[config.mk]
export PLATFORM = sky130hd
export DESIGN_NAME = csr_enc_mac_pipe
export DESIGN_NICKNAME = d
export VERILOG_FILES = /design/src/rtl/csr_enc_mul_pkg.sv /design/src/rtl/csr_enc_mul_core.sv /design/src/rtl/csr_enc_mac_pipe.sv
export SDC_FILE = /design/constraint.sdc
export NUM_CORES = 1
export LEC_CHECK = 0
export CAP_MARGIN = 20
export CORE_MARGIN = 2
export CORE_UTILIZATION = 30
export CTS_CLUSTER_DIAMETER = 150
export DETAILED_ROUTE_END_ITERATION = 7
export GPL_TIMING_DRIVEN = 0
export PLACE_DENSITY = 0.5
export SLEW_MARGIN = 20
export SYNTH_ARGS = -nofsm -noshare
export SYNTH_HDL_FRONTEND = slang
export SYNTH_HIERARCHICAL = 1
export SYNTH_SLANG_ARGS = --single-unit
[constraint.sdc]
create_clock -name clk -period 17.65 [get_ports clk]
set_input_delay 1.765 -clock clk [delete_from_list [all_inputs] [get_ports clk]]
set_output_delay 1.765 -clock clk [all_outputs]
set_load 0.02 [all_outputs]
[src/rtl/csr_enc_mul_pkg.sv]
// Shared types, bounds and saturation helper for the csr_enc multiply / MAC pipe.
// Latency: n/a (package).
// Backpressure: n/a (package).
package csr_enc_mul_pkg;

  // Legal bounds for the total pipe latency (in ce-cycles).
  localparam int NUM_STAGE_MIN = 2;
  localparam int NUM_STAGE_MAX = 8;

  // Widest value the saturation helper accepts.
  localparam int SAT_MAX_W = 64;

  // Sideband carried alongside each sample through the pipe.
  typedef struct packed {
    logic valid;
    logic acc_en;
    logic acc_clr;
  } mul_sb_t;

  // Clamp a pre-extended value to an out_w-bit range.
  // val must already be sign- or zero-extended to SAT_MAX_W bits.
  // Returns {ovf, clamped}; only the low out_w bits of clamped matter.
  function automatic logic [SAT_MAX_W:0] sat_clamp(
    input logic [SAT_MAX_W-1:0] val,
    input int                   out_w,
    input logic                 is_signed
  );
    logic [SAT_MAX_W-1:0] hi;
    logic [SAT_MAX_W-1:0] lo;
    logic [SAT_MAX_W-1:0] res;
    logic                 ovf;
    hi  = '0;
    lo  = '0;
    res = val;
    ovf = 1'b0;
    if (is_signed) begin
      hi = (SAT_MAX_W'(1) << (out_w - 1)) - SAT_MAX_W'(1);
      lo = ~hi;  // -2^(out_w-1) in SAT_MAX_W-bit two's complement
      if ($signed(val) > $signed(hi)) begin
        res = hi;
        ovf = 1'b1;
      end else if ($signed(val) < $signed(lo)) begin
        res = lo;
        ovf = 1'b1;
      end
    end else begin
      hi = (out_w >= SAT_MAX_W) ? '1 : (SAT_MAX_W'(1) << out_w) - SAT_MAX_W'(1);
      if (val > hi) begin
        res = hi;
        ovf = 1'b1;
      end
    end
    return {ovf, res};
  endfunction

endpackage

[src/rtl/csr_enc_mul_core.sv]
// Multiplier core: operand register, product, NUM_STAGE-2 product pipe stages, sideband alongside.
// Latency: NUM_STAGE-1 ce-edges from operand capture to the prod_o/sb_o stage.
// Backpressure: none; ce_i low freezes every register.
// Ports: clk, reset (sync, active-high), ce_i, vld_i/acc_en_i/acc_clr_i sideband in,
//        a_i/b_i operands, prod_o full-width product, sb_o sideband matching prod_o.
module csr_enc_mul_core
  import csr_enc_mul_pkg::*;
#(
  parameter int DIN0_WIDTH = 14,
  parameter int DIN1_WIDTH = 14,
  parameter int NUM_STAGE  = 4,
  parameter int SIGNED     = 1
) (
  input  logic                             clk,
  input  logic                             reset,
  input  logic                             ce_i,
  input  logic                             vld_i,
  input  logic                             acc_en_i,
  input  logic                             acc_clr_i,
  input  logic [DIN0_WIDTH-1:0]            a_i,
  input  logic [DIN1_WIDTH-1:0]            b_i,
  output logic [DIN0_WIDTH+DIN1_WIDTH-1:0] prod_o,
  output mul_sb_t                          sb_o
);

  localparam int PW = DIN0_WIDTH + DIN1_WIDTH;

  logic [DIN0_WIDTH-1:0] a_q;
  logic [DIN1_WIDTH-1:0] b_q;
  mul_sb_t               sb_q;
  logic [PW-1:0]         a_ext;
  logic [PW-1:0]         b_ext;
  logic [PW-1:0]         prod_c;

  // Operand stage (first of the NUM_STAGE registers).
  always_ff @(posedge clk) begin
    if (reset) begin
      sb_q <= '0;
    end else if (ce_i) begin
      a_q          <= a_i;
      b_q          <= b_i;
      sb_q.valid   <= vld_i;
      sb_q.acc_en  <= acc_en_i;
      sb_q.acc_clr <= acc_clr_i & acc_en_i;  // clear is meaningless outside MAC mode
    end
  end

  // Extending both operands to the full product width lets a plain
  // unsigned PW x PW multiply yield the correct low PW bits for either signedness.
  generate
    if (SIGNED != 0) begin : g_sext
      assign a_ext = PW'($signed(a_q));
      assign b_ext = PW'($signed(b_q));
    end else begin : g_zext
      assign a_ext = PW'(a_q);
      assign b_ext = PW'(b_q);
    end
  endgenerate

  assign prod_c = a_ext * b_ext;

  generate
    if (NUM_STAGE <= 2) begin : g_no_pipe
      assign prod_o = prod_c;
      assign sb_o   = sb_q;
    end else begin : g_pipe
      localparam int D = NUM_STAGE - 2;
      logic [PW-1:0] prod_q [D];
      mul_sb_t       psb_q  [D];

      always_ff @(posedge clk) begin
        if (reset) begin
          for (int i = 0; i < D; i++) psb_q[i] <= '0;
        end else if (ce_i) begin
          prod_q[0] <= prod_c;
          psb_q[0]  <= sb_q;
          for (int i = 1; i < D; i++) begin
            prod_q[i] <= prod_q[i-1];
            psb_q[i]  <= psb_q[i-1];
          end
        end
      end

      assign prod_o = prod_q[D-1];
      assign sb_o   = psb_q[D-1];
    end
  endgenerate

endmodule

[src/rtl/csr_enc_mac_pipe.sv]
// Pipelined multiply / multiply-accumulate unit; optional saturation via macro CSR_ENC_MUL_SAT_EN.
// Latency: NUM_STAGE ce-cycles, one sample per ce-cycle, accumulator updated in the final stage.
// Backpressure: none; ce low freezes all state and holds dout/out_valid/ovf.
// Ports: clk, reset (sync, active-high, beats ce), ce, in_valid, acc_en, acc_clr,
//        din0/din1 operands, dout result, out_valid result strobe, ovf saturation flag.
module csr_enc_mac_pipe
  import csr_enc_mul_pkg::*;
#(
  parameter int DIN0_WIDTH = 14,
  parameter int DIN1_WIDTH = 14,
  parameter int DOUT_WIDTH = 14,
  parameter int ACC_WIDTH  = 32,
  parameter int NUM_STAGE  = 4,
  parameter int SIGNED     = 1
) (
  input  logic                  clk,
  input  logic                  reset,
  input  logic                  ce,
  input  logic                  in_valid,
  input  logic                  acc_en,
  input  logic                  acc_clr,
  input  logic [DIN0_WIDTH-1:0] din0,
  input  logic [DIN1_WIDTH-1:0] din1,
  output logic [DOUT_WIDTH-1:0] dout,
  output logic                  out_valid,
  output logic                  ovf
);

  localparam int PW = DIN0_WIDTH + DIN1_WIDTH;

  generate
    if (NUM_STAGE < NUM_STAGE_MIN || NUM_STAGE > NUM_STAGE_MAX) begin : g_bad_stage
      $error("csr_enc_mac_pipe: NUM_STAGE out of range 2..8");
    end
    if (ACC_WIDTH < PW) begin : g_bad_acc
      $error("csr_enc_mac_pipe: ACC_WIDTH must be >= DIN0_WIDTH+DIN1_WIDTH");
    end
    if (DOUT_WIDTH > ACC_WIDTH) begin : g_bad_dout
      $error("csr_enc_mac_pipe: DOUT_WIDTH must be <= ACC_WIDTH");
    end
  endgenerate

  logic [PW-1:0]         prod;
  mul_sb_t               sb;
  logic [ACC_WIDTH-1:0]  prod_ext;
  logic [ACC_WIDTH-1:0]  acc_sum;
  logic [ACC_WIDTH-1:0]  res;
  logic [ACC_WIDTH-1:0]  acc_d;
  logic [ACC_WIDTH-1:0]  acc_q;
  logic [DOUT_WIDTH-1:0] dout_d;
  logic [DOUT_WIDTH-1:0] dout_q;
  logic                  out_valid_q;

  csr_enc_mul_core #(
    .DIN0_WIDTH (DIN0_WIDTH),
    .DIN1_WIDTH (DIN1_WIDTH),
    .NUM_STAGE  (NUM_STAGE),
    .SIGNED     (SIGNED)
  ) u_core (
    .clk       (clk),
    .reset     (reset),
    .ce_i      (ce),
    .vld_i     (in_valid),
    .acc_en_i  (acc_en),
    .acc_clr_i (acc_clr),
    .a_i       (din0),
    .b_i       (din1),
    .prod_o    (prod),
    .sb_o      (sb)
  );

  generate
    if (SIGNED != 0) begin : g_sext
      assign prod_ext = ACC_WIDTH'($signed(prod));
    end else begin : g_zext
      assign prod_ext = ACC_WIDTH'(prod);
    end
  endgenerate

  // Accumulate lives in the output stage, so back-to-back MAC samples
  // always see the previous sample's sum with no forwarding needed.
  always_comb begin
    acc_sum = sb.acc_clr ? prod_ext : (acc_q + prod_ext);
    res     = sb.acc_en ? acc_sum : prod_ext;
    acc_d   = acc_q;
    if (sb.valid && sb.acc_en) acc_d = acc_sum;
  end

  always_ff @(posedge clk) begin
    if (reset) begin
      acc_q       <= '0;
      dout_q      <= '0;
      out_valid_q <= 1'b0;
    end else if (ce) begin
      acc_q       <= acc_d;
      out_valid_q <= sb.valid;
      if (sb.valid) dout_q <= dout_d;
    end
  end

`ifdef CSR_ENC_MUL_SAT_EN
  generate
    if (ACC_WIDTH > SAT_MAX_W) begin : g_bad_sat
      $error("csr_enc_mac_pipe: ACC_WIDTH too wide for saturation");
    end
  endgenerate

  logic [SAT_MAX_W-1:0] res_w;
  logic [SAT_MAX_W:0]   sat_r;
  logic                 ovf_d;
  logic                 ovf_q;

  generate
    if (SIGNED != 0) begin : g_res_sext
      assign res_w = SAT_MAX_W'($signed(res));
    end else begin : g_res_zext
      assign res_w = SAT_MAX_W'(res);
    end
    if (DOUT_WIDTH < SAT_MAX_W) begin : g_sat_hi
      logic unused_sat_hi;
      assign unused_sat_hi = ^sat_r[SAT_MAX_W-1:DOUT_WIDTH];
    end
  endgenerate

  assign sat_r  = sat_clamp(res_w, DOUT_WIDTH, SIGNED != 0);
  assign dout_d = sat_r[DOUT_WIDTH-1:0];
  assign ovf_d  = sat_r[SAT_MAX_W];

  // Cleared on any ce-cycle without a result, so it pulses with out_valid.
  always_ff @(posedge clk) begin
    if (reset) begin
      ovf_q <= 1'b0;
    end else if (ce) begin
      ovf_q <= sb.valid & ovf_d;
    end
  end

  assign ovf = ovf_q;
`else
  generate
    if (ACC_WIDTH > DOUT_WIDTH) begin : g_trunc_hi
      logic unused_res_hi;
      assign unused_res_hi = ^res[ACC_WIDTH-1:DOUT_WIDTH];
    end
  endgenerate

  assign dout_d = res[DOUT_WIDTH-1:0];
  assign ovf    = 1'b0;
`endif

  assign dout      = dout_q;
  assign out_valid = out_valid_q;

endmodule

==> results.py, run 1 <==
metrics = {
    "run_status": {
        "status": "complete, no violations",
    },
    "global_routing": {
        "grt_use_total": 0.128,
        "grt_max_degree": 28,
        "grt_first_pass_wirelength_mm": 26.3,
        "antenna_found_initial": 0,
        "first_global_vias": 5213,
        "overflow": 0,
    },
    "cts": {
        "holdBufCountCts": 0,
        "worstSkewPairLatency_ns": 0.36,
        "cts_resized": 0,
        "cts.reportedPaths.clkPinSlew_ns": 0.07,
        "cts_max_level": 3,
        "cts_sinks": 94,
        "cts_root_buf": "clkbuf_16",
        "cts_tree": "yes",
        "cts_buffer_depth": 2,
        "post_cts_buffers": 0,
        "numCtsBuffers": 9,
    },
    "layout": {
        "areaGrowthSynthToFinish_pct": 16.3,
        "drive_gt1_frac": 0.0623,
        "fillers": 2578,
        "nets": 983,
        "diodes": 0,
    },
    "power": {
        "powerDensity_nw_per_um2": 118,
        "vdd_drop_max_mv": 0.0761,
        "leakagePower_uw": 0.00382,
    },
    "sta": {
        "relSlewSlack": 0.567,
        "drv_slew": 0,
        "setup_viol": 0,
        "fmax_mhz": 175,
        "finalCriticalPeriod_ns": 5.72,
        "worst_pin_slew_ns": 0.650,
        "finalCritPeriodShare": 0.324,
        "finClkSkew_ns": 0.00972,
        "holdWs_ns": 0.420,
        "rsz0062_at_grt": "no",
        "hold_violations": 0,
        "fin_tns_setup_ns": 0,
    },
    "logic_synthesis": {
        "synthCells": 753,
        "synth_warnings": 6,
        "synth_fp_nets": 922,
        "synth_area_per_cell_um2": 10.1,
        "synth_area_um2": 7580,
    },
    "critical_path": {
        "critPathMaxStageDelay_ns": 0.54,
        "cp_top_family": "adder cells",
        "worst_path_most_repeated_cell": "fa_1",
        "cp_num_buf_inv": 5,
        "crit_chain": "clkbuf_1, and2_1, fa_1, inv_1, fa_1, inv_1, fa_1, fa_1, fa_1, inv_1, fa_1, inv_1, ha_1, a21o_1, a2111oi_4, nor2_2, o21a_1, nor2_1, xnor2_1",
        "worstPathRequired_ns": 17.75,
        "crit_slowest_cell": "fa_1",
        "endpoint_kind": "register",
        "critPathMaxFanout": 7,
        "worstSetupPathType": "reg2reg",
        "critPathLaunchType": "register",
        "cp_data_arrival_time_ns": 5.82,
    },
    "placement": {
        "io_buffers": 48,
        "place.gp.congestion": 0.845,
        "dpl.hpwl_mm": 12.7,
    },
    "floorplanning": {
        "initial_core_util": 0.304,
        "die_x_um": 163,
        "core_area_um2": 25000,
        "rows": 58,
        "die_area_um2": 26600,
        "ios": 50,
        "die_height_um": 163,
    },
    "detailed_routing": {
        "drt-total-wl_mm": 15.9,
        "first_iter_violations": 207,
        "routedWlPerCell_um": 13.8,
        "avgViaCountPerCell": 4.47,
        "drc": 0,
        "first_pass_iters": 5,
        "drtAntennaViolNets": 0,
        "vias": 5133,
    },
    "job": {
        "cap_violations": 0,
    },
    "min_path": {
        "hp-class": "reg2reg",
    },
}
[cells in the final DEF (no fill, tap or decap), drive strengths merged, types with 4 or more instances in the layout]
cell type and count:
a211oi 13, a21o 11, a21oi 29, and2 80, and3 5, buf 27
clkbuf 46, clkdlybuf4s50 48, dfxtp 32, edfxtp 62, fa 70, ha 65
inv 111, mux2i 11, nand2 56, nand2b 8, nand3 8, nor2 33
nor2b 4, nor3 8, o211ai 4, o21a 4, o21ai 23, o31ai 4
xnor2 11, xor2 4
[worst register-to-register path, cell delays in order, from the launching register on]
cell,delay (ns)
edfxtp_1,0.47
clkbuf_1,0.26
and2_1,0.24
fa_1,0.50
inv_1,0.06
fa_1,0.52
inv_1,0.05
fa_1,0.51
fa_1,0.44
fa_1,0.54
inv_1,0.05
fa_1,0.53
inv_1,0.04
ha_1,0.33
a21o_1,0.26
a2111oi_4,0.22
nor2_2,0.10
o21a_1,0.18
nor2_1,0.11
xnor2_1,0.07
[sequential cells by signal, summed over array words and instances (netlist names)]
name	flops
dout	14
acc_q	14
u_core/g_pipe.psb_q	6
u_core/a_q	14
out_valid	1
u_core/g_pipe.prod_q	28
u_core/b_q	14
u_core/sb_q	3
[final timing paths]
kind / startpoint / to / slack (ns) / cells past startpoint
hold / removal: u_core/g_pipe.prod_q[0][13] / u_core/g_pipe.prod_q[0][41] / 0.42 / 0
setup reg to reg: u_core/b_q[3] / u_core/g_pipe.prod_q[0][13] / 11.93 / 19
hold reg to reg: u_core/g_pipe.prod_q[0][13] / u_core/g_pipe.prod_q[0][41] / 0.42 / 0
setup / recovery: u_core/b_q[3] / u_core/g_pipe.prod_q[0][13] / 11.93 / 19
[per-stage QoR]
step,utilization,worst slack (ns),total power (uW),area (um2),instances
final,0.353,11.93,1040,8820,1149
after global routing,0.353,11.71,1150,8820,1149
after CTS,0.353,11.93,1070,8820,1149
after detailed placement,0.341,11.95,852,8520,1133
after global placement,0.339,10.52,845,8470,1131
after floorplan,-,12.34,726,7580,753
[power by group]
part | total, uW | internal, uW | switching, uW | leakage (uW)
Clock | 204 | 112 | 92.4 | 0.000149
Sequential | 294 | 285 | 8.25 | 0.000854
Combinational | 543 | 246 | 298 | 0.00281
[per-layer routing]
metal	vias up	global-route usage	wire length, um
li1	2567	-	-
met1	2463	0.156	7170
met3	16	0.0234	477
met2	87	0.228	7960
met5	-	0	0
met4	0	0.0394	259
[area by class of cell]
| cell class | count | area, um2 | share of cell area |
|---|---|---|---|
| Timing Repair Buffer | 50 | 520 | 0.0590 |
| Inverter | 109 | 409 | 0.0464 |
| Tap cell | 330 | 413 | 0.0468 |
| Sequential cell | 94 | 2500 | 0.284 |
| Clock inverter | 6 | 68.8 | 0.00780 |
| Clock buffer | 10 | 229 | 0.0260 |
| Buffer | 61 | 313 | 0.0355 |
| Multi-Input combinational cell | 489 | 4360 | 0.495 |
No activity file was read; power rests on OpenSTA's default activity.
==> run 2: changes to the inputs <==
--- a/config.mk
+++ b/config.mk
@@ -11,7 +11,7 @@
 export CTS_CLUSTER_DIAMETER = 150
 export DETAILED_ROUTE_END_ITERATION = 7
 export GPL_TIMING_DRIVEN = 0
-export PLACE_DENSITY = 0.5
+export PLACE_DENSITY = 0.52
 export SLEW_MARGIN = 20
 export SYNTH_ARGS = -nofsm -noshare
 export SYNTH_HDL_FRONTEND = slang
==> constraint.sdc (replaced) <==
create_clock -name clk -period 4.59 [get_ports clk]
set_input_delay 0.459 -clock clk [delete_from_list [all_inputs] [get_ports clk]]
set_output_delay 0.459 -clock clk [all_outputs]
set_load 0.02 [all_outputs]
==> run 2 against run 1 <==
  * The run now ends with negative setup slack left
  * Combinational power increased to 5.0 times the previous value
  * Design area rose by 4.6%
  * Power rose to 4.4 times the previous value
  * First-iteration DRC count grew 10%
  * Critical endpoint unchanged
  * Maximum frequency up 8.0%
  * Sequential cell count is the same
  * Sequential share of layout area fell by 1.3 points
  * Setup slack got worse by 13 ns
  * Non-clock buffer count rose by 19
  * Final cell count increased by 1.7%
  * Clock skew up 0.0034 ns
  * Count of clock-buffer cells in the layout unchanged
==> results.py, run 2 (synthesis results as in run 1) <==
metrics = {
    "floorplanning": {
        "core_area_um2": 25000,
        "rows": 58,
        "ios": 50,
        "initial_core_util": 0.304,
        "die_x_um": 163,
        "die_height_um": 163,
        "die_area_um2": 26600,
    },
    "cts": {
        "cts_tree": "yes",
        "worstSkewPairLatency_ns": 0.36,
        "cts_root_buf": "clkbuf_16",
        "numCtsBuffers": 9,
        "cts_sinks": 94,
        "cts.reportedPaths.clkPinSlew_ns": 0.07,
        "cts_buffer_depth": 2,
        "cts_max_level": 3,
    },
    "layout": {
        "drive_gt1_frac": 0.149,
        "largest_register_ffs": 28,
        "diodes": 0,
        "layout_commonest_cell": "inv_1",
        "final_cells": 1168,
        "nets": 1002,
        "areaGrowthSynthToFinish_pct": 21.7,
        "final_cell_mix": "100 x inv_1, 73 x and2_1, 70 x fa_1",
        "design_area_um2": 9230,
        "regMostFlops": "u_core/g_pipe.prod_q",
    },
    "detailed_routing": {
        "vias": 5155,
        "routed.top_layer": "met4",
        "routedLengthMet1_mm": 7.20,
        "dr_wl_met2_mm": 8.07,
        "first_pass_iters": 4,
        "dr_wl_met3_um": 375,
        "drt-total-wl_mm": 15.9,
        "avgViaCountPerCell": 4.41,
        "drc": 0,
        "first_iter_violations": 228,
        "drtAntennaViolNets": 0,
        "routedWlPerCell_um": 13.6,
    },
    "sta": {
        "fmax_mhz": 189,
        "setup_slack_ns": -0.704,
        "hold_violations": 0,
        "worst_pin_slew_ns": 0.667,
        "setup_viol": 5,
        "drv_slew": 0,
        "rsz0062_at_grt": "yes",
        "finClkSkew_ns": 0.0131,
        "finalCritPeriodShare": 1.15,
        "relSlewSlack": 0.555,
        "finalCriticalPeriod_ns": 5.29,
    },
    "power": {
        "p_int_uw": 2820,
        "swShare": 0.384,
        "powerDensity_nw_per_um2": 496,
        "leakagePower_uw": 0.00397,
        "vdd_drop_max_mv": 0.342,
        "switchingPower_uw": 1760,
        "p_comb_frac": 0.594,
        "pwr-share-seq": 0.246,
        "clock_power_share": 0.159,
    },
    "global_routing": {
        "first_global_vias": 5486,
        "grt_max_degree": 28,
        "grt_use_total": 0.131,
        "grt_first_pass_wirelength_mm": 27.1,
        "overflow": 0,
        "antenna_found_initial": 0,
    },
    "critical_path": {
        "cp_data_arrival_time_ns": 5.40,
        "worstSetupPathType": "reg2reg",
        "endpoint_kind": "register",
        "critPathMaxFanout": 3,
        "rr_worst_depth": 19,
        "critPathLaunchType": "register",
        "worstPathRequired_ns": 4.70,
    },
    "run_status": {
        "status": "finished, violations left",
        "failed_checks": "negative setup slack",
    },
    "min_path": {
        "whs_path_depth": 0,
        "hp-class": "reg2reg",
    },
    "job": {
        "cap_violations": 0,
    },
    "placement": {
        "dpl.hpwl_mm": 12.5,
        "dp_cells": 1133,
        "io_buffers": 48,
        "place_ws_ns": -0.908,
        "place.gp.congestion": 0.829,
        "place_area_um2": 8580,
    },
}
-- run 2: cell types whose count changed in the layout (fill, tap and decap cells not counted), sizes merged --
cell      before  now
clkbuf        46   39
bufinv         1    0
clkinvlp       0    1
buf           27   53
-- run 2: worst paths after layout --
path / slack, ns / from / end
worst min register to register: 0.41 / u_core/g_pipe.prod_q[0][7] / u_core/g_pipe.prod_q[0][35]
worst max-delay path: -0.70 / u_core/a_q[7] / u_core/g_pipe.prod_q[0][13]
worst min-delay path: 0.41 / u_core/g_pipe.prod_q[0][7] / u_core/g_pipe.prod_q[0][35]
worst max register to register: -0.70 / u_core/a_q[7] / u_core/g_pipe.prod_q[0][13]
-- run 2: what timing repair did --
item,4_1_cts,5_1_grt
pin swaps,16,16
hold buffers,0,0
setup buffers,10,10
setup endpoints to repair,7,8
gates resized for setup,22,42
-- run 2: power groups by stage --
stage / sequential [uW] / clock (uW) / combinational (uW)
final: 1130 / 729 / 2720
after CTS: 1130 / 767 / 2450
after floorplan: 1150 / 0 / 1740
after global routing: 1140 / 794 / 3110
after global placement: 1150 / 0 / 2230
after detailed placement: 1150 / 0 / 2230
-- run 2: metrics by stage --
stage / setup TNS (ns) / hold slack, ns / total power (uW) / utilization
finish: -2.11 / 0.414 / 4580 / 0.370
global route: -3.18 / 0.420 / 5040 / 0.370
CTS: -2.63 / 0.416 / 4350 / 0.361
detailed placement: -3.25 / 0.405 / 3380 / 0.344
global placement: -78.57 / 0.401 / 3380 / 0.342
floorplan: -0.929 / 0.400 / 2890 / -
-- run 2: final cells by class --
type | instances | area, um2
Multi-Input combinational cell | 489 | 4590
Sequential cell | 94 | 2500
Buffer | 60 | 367
Inverter | 109 | 409
Clock inverter | 6 | 45.0
Fill cell | 2587 | 15700
Clock buffer | 10 | 229
Tap cell | 330 | 413
Timing Repair Buffer | 70 | 678
-- run 2: critical path, stage by stage, from the launching register on --
cell	delay, ns
edfxtp_1	0.41
clkbuf_8	0.16
and2_4	0.15
fa_1	0.50
inv_1	0.05
fa_1	0.49
inv_2	0.05
fa_1	0.53
fa_1	0.46
fa_1	0.51
inv_2	0.04
fa_1	0.53
inv_2	0.05
ha_4	0.22
a21o_4	0.23
a2111oi_4	0.19
nor2_2	0.09
o21a_1	0.19
nor2_1	0.12
xnor2_1	0.08
-- run 2: per-layer routing --
layer | global-route usage | vias up
met5 | 0 | -
met4 | 0.0434 | 0
met3 | 0.0234 | 19
met2 | 0.237 | 66
met1 | 0.157 | 2471
li1 | - | 2599
